==> src/rtl/m_pkg.sv <==
// ----------------------------------------------------------------------------
// m_pkg
//   Shared types for the 8-byte-word packet stream and the packet classifier.
//   - buffer_t           : result token attached to every egress beat
//   - packet_word_off_t  : word index inside a packet
//   - in_t / out_t       : ingress / egress beat formats
//   - sym_match_masked_t : one masked match rule
//   - ing_state_e        : ingress FSM states
//   - byte_expand()      : per-byte mask -> per-bit mask
// ----------------------------------------------------------------------------
package m_pkg;

    typedef logic [7:0] buffer_t;
    typedef logic [7:0] packet_word_off_t;

    typedef struct packed {
        logic        sop;
        logic        eop;
        logic [15:0] length;
        logic [63:0] data;
    } in_t;

    typedef struct packed {
        logic        sop;
        logic        eop;
        logic [15:0] length;
        logic [63:0] data;
        buffer_t     buffer;
    } out_t;

    typedef struct packed {
        logic             valid;
        packet_word_off_t off;
        logic [63:0]      match;
        logic [7:0]       mask;
        buffer_t          buffer;
    } sym_match_masked_t;

    typedef enum logic [1:0] {
        IDLE = 2'd0,
        PKT  = 2'd1,
        DROP = 2'd2
    } ing_state_e;

    // Mask bit i enables comparison of data byte i.
    function automatic logic [63:0] byte_expand(input logic [7:0] m);
        logic [63:0] res;
        res = '0;
        for (int i = 0; i < 8; i++) begin
            res[8*i +: 8] = {8{m[i]}};
        end
        return res;
    endfunction

endpackage

==> src/rtl/m_classifier_fifo.sv <==
// ----------------------------------------------------------------------------
// m_fifo
//   Synchronous FIFO, N entries (power of two, >= 2) of W bits, with
//   registered full/empty flags derived from an occupancy counter.
//   The head entry is presented combinationally on o_rdata and stays stable
//   until popped. A push on a full FIFO is taken only together with a pop.
// Ports:
//   clk, rst        clock, synchronous active-high reset
//   i_push, i_wdata write request and data
//   i_pop           read request (ignored when empty)
//   o_rdata         head entry
//   o_full, o_empty occupancy flags
// ----------------------------------------------------------------------------
module m_fifo #(
    parameter int W = 8,
    parameter int N = 4
) (
    input  logic         clk,
    input  logic         rst,
    input  logic         i_push,
    input  logic [W-1:0] i_wdata,
    input  logic         i_pop,
    output logic [W-1:0] o_rdata,
    output logic         o_full,
    output logic         o_empty
);

    localparam int AW = $clog2(N);

    logic [W-1:0]  r_mem [N];
    logic [AW-1:0] r_wptr;
    logic [AW-1:0] r_rptr;
    logic [AW:0]   r_cnt;

    logic w_push;
    logic w_pop;

    assign o_full  = (r_cnt == (AW+1)'(N));
    assign o_empty = (r_cnt == '0);

    // Pop-then-push: a full FIFO accepts a write only in a cycle that frees a slot.
    assign w_pop  = i_pop & ~o_empty;
    assign w_push = i_push & (~o_full | w_pop);

    always_ff @(posedge clk) begin
        if (rst) begin
            r_wptr <= '0;
            r_rptr <= '0;
            r_cnt  <= '0;
        end else begin
            if (w_push) r_wptr <= r_wptr + 1'b1;
            if (w_pop)  r_rptr <= r_rptr + 1'b1;
            case ({w_push, w_pop})
                2'b10:   r_cnt <= r_cnt + 1'b1;
                2'b01:   r_cnt <= r_cnt - 1'b1;
                default: r_cnt <= r_cnt;
            endcase
        end
    end

    always_ff @(posedge clk) begin
        if (w_push) r_mem[r_wptr] <= i_wdata;
    end

    assign o_rdata = r_mem[r_rptr];

endmodule

==> src/rtl/m_classifier.sv <==
// ----------------------------------------------------------------------------
// m_classifier
//   Packet classifier. Each ingress packet is buffered word by word while a
//   table of N_RULES masked rules is evaluated against it; when the packet's
//   last beat has been seen, a result token (buffer of the lowest-index rule
//   that hit, DEFAULT_BUFFER otherwise) is queued, and the packet is replayed
//   on the egress side with that token on every beat.
// Ports:
//   clk, rst               clock, synchronous active-high reset
//   in_vld, in, in_accept  ingress beat handshake
//   out_vld, out, out_accept egress beat handshake
//   cfg_vld, cfg_idx, cfg_rule  rule write into the shadow table
//   err_oversize           sticky, a packet exceeded DEPTH words
//   err_framing            sticky, sop/eop framing violation seen
// ----------------------------------------------------------------------------
module m_classifier
    import m_pkg::*;
#(
    parameter int      N_RULES        = 4,
    parameter int      DEPTH          = 16,
    parameter int      TAG_DEPTH      = 4,
    parameter buffer_t DEFAULT_BUFFER = 8'h00
) (
    input  logic                                          clk,
    input  logic                                          rst,
    input  logic                                          in_vld,
    input  in_t                                           in,
    output logic                                          in_accept,
    output logic                                          out_vld,
    output out_t                                          out,
    input  logic                                          out_accept,
    input  logic                                          cfg_vld,
    input  logic [(N_RULES > 1 ? $clog2(N_RULES) : 1)-1:0] cfg_idx,
    input  sym_match_masked_t                             cfg_rule,
    output logic                                          err_oversize,
    output logic                                          err_framing
);

    localparam int IDX_W = (N_RULES > 1) ? $clog2(N_RULES) : 1;

    // ------------------------------------------------------------------
    // State
    // ------------------------------------------------------------------
    ing_state_e        r_state;
    packet_word_off_t  r_wcnt;
    logic [N_RULES-1:0] r_hits;
    sym_match_masked_t r_shadow [N_RULES];
    sym_match_masked_t r_active [N_RULES];
    logic              r_err_ovs;
    logic              r_err_frm;

    // ------------------------------------------------------------------
    // Combinational
    // ------------------------------------------------------------------
    sym_match_masked_t  w_rules [N_RULES];
    packet_word_off_t   w_word;
    logic [N_RULES-1:0] w_hit_now;
    logic [N_RULES-1:0] w_hits_final;
    buffer_t            w_tag;

    logic       w_acc;
    logic       w_dpush;
    logic       w_tpush;
    logic       w_sop_idle;
    logic       w_set_ovs;
    logic       w_set_frm;
    in_t        w_beat;
    ing_state_e w_nstate;

    logic    w_data_full;
    logic    w_data_empty;
    logic    w_tag_full;
    logic    w_tag_empty;
    in_t     w_head;
    buffer_t w_tag_head;
    logic    w_pop_data;
    logic    w_pop_tag;

    assign w_acc = in_vld & in_accept;

    // The sop beat in IDLE is matched against the shadow table because that
    // is exactly what gets copied into the active table on the same edge.
    always_comb begin
        for (int r = 0; r < N_RULES; r++) begin
            w_rules[r] = (r_state == IDLE) ? r_shadow[r] : r_active[r];
        end
    end

    assign w_word = (r_state == IDLE) ? '0 : r_wcnt;

    // The word counter never reaches DEPTH while matching (the packet is cut
    // at DEPTH-1), so rules with off >= DEPTH can never hit.
    always_comb begin
        for (int r = 0; r < N_RULES; r++) begin
            w_hit_now[r] = w_rules[r].valid
                         & (w_word == w_rules[r].off)
                         & (((in.data ^ w_rules[r].match)
                             & byte_expand(w_rules[r].mask)) == 64'd0);
        end
    end

    // Hits of the beat being accepted are folded in, so the eop beat counts.
    assign w_hits_final = (r_state == IDLE) ? w_hit_now : (r_hits | w_hit_now);

    // Lowest index wins: scan downward so the last assignment is the lowest hit.
    always_comb begin
        w_tag = DEFAULT_BUFFER;
        for (int r = N_RULES - 1; r >= 0; r--) begin
            if (w_hits_final[r]) w_tag = w_rules[r].buffer;
        end
    end

    // ------------------------------------------------------------------
    // Ingress FSM, combinational part
    // ------------------------------------------------------------------
    always_comb begin
        w_dpush    = 1'b0;
        w_tpush    = 1'b0;
        w_sop_idle = 1'b0;
        w_set_ovs  = 1'b0;
        w_set_frm  = 1'b0;
        w_beat     = in;
        w_nstate   = r_state;
        if (w_acc) begin
            case (r_state)
                IDLE: begin
                    if (in.sop) begin
                        w_dpush    = 1'b1;
                        w_sop_idle = 1'b1;
                        if (in.eop) w_tpush  = 1'b1;
                        else        w_nstate = PKT;
                    end else begin
                        w_set_frm = 1'b1;
                    end
                end
                PKT: begin
                    w_dpush    = 1'b1;
                    w_beat.sop = 1'b0;
                    if (in.sop) w_set_frm = 1'b1;
                    if (in.eop) begin
                        w_tpush  = 1'b1;
                        w_nstate = IDLE;
                    end else if (r_wcnt == packet_word_off_t'(DEPTH - 1)) begin
                        // Truncate: close the stored packet here, drop the rest.
                        w_beat.eop = 1'b1;
                        w_tpush    = 1'b1;
                        w_set_ovs  = 1'b1;
                        w_nstate   = DROP;
                    end
                end
                DROP: begin
                    if (in.eop) w_nstate = IDLE;
                end
                default: w_nstate = IDLE;
            endcase
        end
    end

    // Occupancy is checked without crediting a same-cycle pop, so the stall
    // may last one cycle longer than strictly needed. DROP writes nothing.
    assign in_accept = ~rst & ((r_state == DROP) | (~w_data_full & ~w_tag_full));

    // ------------------------------------------------------------------
    // Ingress FSM, sequential part
    // ------------------------------------------------------------------
    always_ff @(posedge clk) begin
        if (rst) begin
            r_state   <= IDLE;
            r_wcnt    <= '0;
            r_hits    <= '0;
            r_err_ovs <= 1'b0;
            r_err_frm <= 1'b0;
            for (int r = 0; r < N_RULES; r++) begin
                r_shadow[r] <= '0;
                r_active[r] <= '0;
            end
        end else begin
            r_state <= w_nstate;
            if (w_set_ovs) r_err_ovs <= 1'b1;
            if (w_set_frm) r_err_frm <= 1'b1;

            if (w_sop_idle) begin
                r_wcnt <= packet_word_off_t'(1);
                r_hits <= w_hit_now;
            end else if (w_acc && (r_state == PKT)) begin
                r_wcnt <= r_wcnt + 1'b1;
                r_hits <= r_hits | w_hit_now;
            end

            // Active takes the pre-write shadow, so a cfg write in the same
            // cycle as sop only applies from the following packet.
            for (int r = 0; r < N_RULES; r++) begin
                if (w_sop_idle) r_active[r] <= r_shadow[r];
                if (cfg_vld && (cfg_idx == IDX_W'(r))) r_shadow[r] <= cfg_rule;
            end
        end
    end

    assign err_oversize = r_err_ovs;
    assign err_framing  = r_err_frm;

    // ------------------------------------------------------------------
    // Buffers
    // ------------------------------------------------------------------
    m_fifo #(
        .W ($bits(in_t)),
        .N (DEPTH)
    ) u_data_fifo (
        .clk     (clk),
        .rst     (rst),
        .i_push  (w_dpush),
        .i_wdata (w_beat),
        .i_pop   (w_pop_data),
        .o_rdata (w_head),
        .o_full  (w_data_full),
        .o_empty (w_data_empty)
    );

    m_fifo #(
        .W ($bits(buffer_t)),
        .N (TAG_DEPTH)
    ) u_tag_fifo (
        .clk     (clk),
        .rst     (rst),
        .i_push  (w_tpush),
        .i_wdata (w_tag),
        .i_pop   (w_pop_tag),
        .o_rdata (w_tag_head),
        .o_full  (w_tag_full),
        .o_empty (w_tag_empty)
    );

    // ------------------------------------------------------------------
    // Egress: only complete packets (those with a tag) are replayed.
    // ------------------------------------------------------------------
    assign out_vld    = ~w_tag_empty & ~w_data_empty;
    assign w_pop_data = out_vld & out_accept;
    assign w_pop_tag  = w_pop_data & w_head.eop;

    always_comb begin
        out        = '0;
        out.sop    = w_head.sop;
        out.eop    = w_head.eop;
        out.length = w_head.length;
        out.data   = w_head.data;
        out.buffer = w_tag_head;
    end

endmodule

==> config.mk <==
export PLATFORM = sky130hd
export DESIGN_NAME = m_classifier
export DESIGN_NICKNAME = d
export VERILOG_FILES = /design/src/rtl/m_pkg.sv /design/src/rtl/m_classifier_fifo.sv /design/src/rtl/m_classifier.sv
export SDC_FILE = /design/constraint.sdc
export NUM_CORES = 2
export LEC_CHECK = 0
export ABC_CLOCK_PERIOD_IN_PS = 16500
export CORE_AREA = 4 4 665 337
export DETAILED_ROUTE_END_ITERATION = 12
export DIE_AREA = 0 0 669 341
export HOLD_SLACK_MARGIN = 0.02
export SETUP_SLACK_MARGIN = 0.02
export SYNTH_ARGS = -nofsm -noshare
export SYNTH_HDL_FRONTEND = slang
export SYNTH_SLANG_ARGS = --single-unit
==> constraint.sdc <==
create_clock -name clk -period 16.5 [get_ports clk]
set_clock_uncertainty 0.05 [all_clocks]
set_input_delay 1.65 -clock clk [delete_from_list [all_inputs] [get_ports clk]]
set_output_delay 1.65 -clock clk [all_outputs]
set_load 0.01 [all_outputs]
==> results.yml <==
sta:
  final_hold_viol_count: 0
  setup_viol: 0
  fin_ws_ps: 8560
  final.min_clock_period_ps: 7940
  worstMarginPinSlew_ps: 1217
  fin_setup_tns_ps: 0
  fmax_mhz: 125.9
  slew_violations: 0
  rsz0062_at_grt: "no"
  period_share_pct: 48.12
  slew_headroom_pct: 18.67
worst_setup_path:
  cp_slowest_cell: "dfxtp_4"
  arrival_ps: 6240
  endpoint_kind: "output port"
  slowest_delay_ps: 940
  startpoint_type: "register"
  crit_chain: "buf_4, buf_4, buf_4, mux4_2, mux4_2, clkdlybuf4s50_1"
  worst_ep_required_time_ps: 14800
  critPathBufInv: 4
  crit_type: "register to output port"
  cp_max_fo: 48
  path_delay_family: "buffers and inverters"
  cp_common_cell: "buf_4"
final_layout:
  layout-drive-gt1-share_pct: 15.98
  syn2layout_area_growth_pct: 14.39
  layout.nets: 5440
grt:
  grt_usage_pct: 19.17
  grt_pass1_vias: 47390
  use_met2_pct: 31.71
  antenna_found_initial: 31
  overflow: 0
  grt.busiest_layer: "met2"
  grtUsageMet1_pct: 26.24
  grt_start_max_net_pins: 213
  grt_pass1_wl_um: 323200
  use_met3_pct: 3.234
placement:
  gp_congestion: 0.8412
  place_ws_ps: 9132
  hpwl_um: 128900
  numPortBuffers: 271
clock_tree:
  clock_path_buffers: 3
  root_buffer: "clkbuf_16"
  ctsResizeCount: 0
  ctsHoldBuffers: 0
  clock_sinks: 2098
  tritoncts: "done"
  clk-insertion-delay-late_ps: 840
  cts_buffers: 194
  clkTransAtPathRegs_ps: 70
  htree_levels: 4
  cts_setup_buffers: 0
routing:
  drtAntennaViolNets: 0
  num_vias: 46280
  dr.first_iter.drc_count: 4901
  dr.pass1.iters: 6
  drc: 0
  wire_per_inst_um: 26.68
  wirelength_um: 221900
  via_per_inst: 5.566
power_and_ir_drop:
  p_leak_nw: 32.69
  vdd_drop_max_uv: 85.14
  power_mw: 11.10
  power.density_nw_per_um2: 111.4
floorplanning:
  start_util_pct: 40.05
  core_um2: 217400
  die-area_um2: 228100
  die_h_um: 341
  num_rows: 121
  io_pins: 272
  die_w_um: 669
synthesis:
  yosysWarnings: 0
  synth_area_um2: 87080
  syn_area_per_cell_um2: 17.59
  yosysTopAreaCellShare_pct: 70.90
  synth_async_sr_flop_share_pct: 0
  post_synth_num_cell_types: 84
  synth_ff_type: "edfxtp_1"
  synth_edf_count: 2056
  synth_area_leaders: "edfxtp_1 71%, mux4_2 11%, and2_1 4.8%, xnor2_1 1.4%, mux2i_1 1.3%"
  synth_cells: 4951
  ys_seq_area_share_pct: 71.87
  synth_top_area_cell: "edfxtp_1"
  ys_ff_latch: 2098
  syn_nets: 5146
status:
  status: "complete, no violations"
job:
  cap_violations: 0
hold_path:
  min_path_type: "register to register"
==> registers in the layout, indices dropped and copies added, names as in the netlist, named ones only <==
name	flops
u_tag_fifo.r_wptr	2
r_active	356
u_data_fifo.r_wptr	4
r_wcnt	8
u_tag_fifo.r_mem	32
u_data_fifo.r_rptr	4
r_hits	4
u_tag_fifo.r_rptr	2
u_data_fifo.r_cnt	5
r_shadow	356
u_tag_fifo.r_cnt	3
err_oversize	1
u_data_fifo.r_mem	1312
r_state	2
err_framing	1
==> where the power goes <==
group | total, mW | switching, mW | internal (mW)
registers | 6.07 | 0.0682 | 6.00
logic | 0.562 | 0.356 | 0.206
clock network | 4.47 | 1.99 | 2.48
total | 11.1 | 2.41 | 8.69
==> cells in the final DEF, fill, tap and decap left out, types with 17 or more instances in the layout <==
cell type / n
a21oi_1: 87
a221oi_1: 31
a31oi_1: 20
and2_1: 673
buf_4: 112
bufinv_16: 17
clkbuf_1: 50
clkbuf_16: 198
clkdlybuf4s50_1: 269
clkinv_1: 42
clkinv_2: 39
dfxtp_1: 38
edfxtp_1: 2056
inv_1: 151
mux2i_1: 112
mux4_2: 418
nand2_1: 164
nand2b_1: 17
nand3_1: 26
nand4_1: 20
nor2_1: 134
nor3_1: 27
nor4_1: 31
o21ai_0: 44
o221ai_1: 29
o22ai_1: 56
xnor2_1: 142
xor2_1: 95
==> cell usage after synthesis, drive strengths merged (16+ instances only) <==
cell type / instances
nor4: 31
a211oi: 18
a31oi: 21
nor3: 33
nor2b: 16
inv: 151
o221ai: 29
nand3: 27
a221oi: 31
buf: 89
and2: 673
clkbuf: 201
nand4: 20
dfxtp: 42
nand2: 164
nand2b: 17
xor2: 95
mux2i: 112
xnor2: 142
o22ai: 56
nor2: 149
mux4: 418
o21ai: 45
edfxtp: 2056
a21oi: 87
==> final timing paths <==
path	startpoint	endpoint	slack, ps	depth (start not counted)
hold / removal	r_hits[3]	r_hits[3]	420	1
setup / recovery	register	out[22]	8560	6
hold reg to reg	r_hits[3]	r_hits[3]	420	1
setup reg to reg	r_state[1]	u_tag_fifo.r_mem[2][6]	10300	14
==> layout make-up <==
cell class / count / area (um2)
Clock inverter: 115 / 1126
Fill cell: 18360 / 117800
Multi-Input combinational cell: 2411 / 22880
Sequential cell: 2098 / 62600
Inverter: 152 / 578.1
Clock buffer: 248 / 5142
Tap cell: 2890 / 3616
Timing Repair Buffer: 388 / 3643
Antenna cell: 13 / 32.53
==> kinds of logic (layout without fill, tap and decap cells) <==
logic type | count (synthesis) | after routing | synth area share [%]
compound gates | 437 | 437 | 3.643
fa+ha+maj | 17 | 17 | 0.2615
other cells | 0 | 13 | 0
xor+xnor | 237 | 237 | 2.384
simple gates | 1184 | 1184 | 7.582
buf+inv | 442 | 903 | 2.086
flops | 2098 | 2098 | 71.87
mux | 536 | 536 | 12.18
==> per-stage QoR <==
stage	instances	instance area, um2	util, %	hold WS [ps]
detailed placement	7939	93310	42.92	406.2
global placement	7939	93310	42.92	402.7
global route	8307	99590	45.81	454.2
CTS	8302	99580	45.80	421.1
finish	8315	99610	45.82	423.0
floorplan	4951	87080	-	383.4
==> metal layers <==
metal  wire length, um  vias to the layer above  share of wire (%)
met2            109000                     1610                 49
met4              5293                       16                2.4
met5                98                        -              0.044
li1                  -                    19864                  -
met1             94000                    24448                 42
met3             13480                      342                6.1
Power figures use the tool's default switching activity.
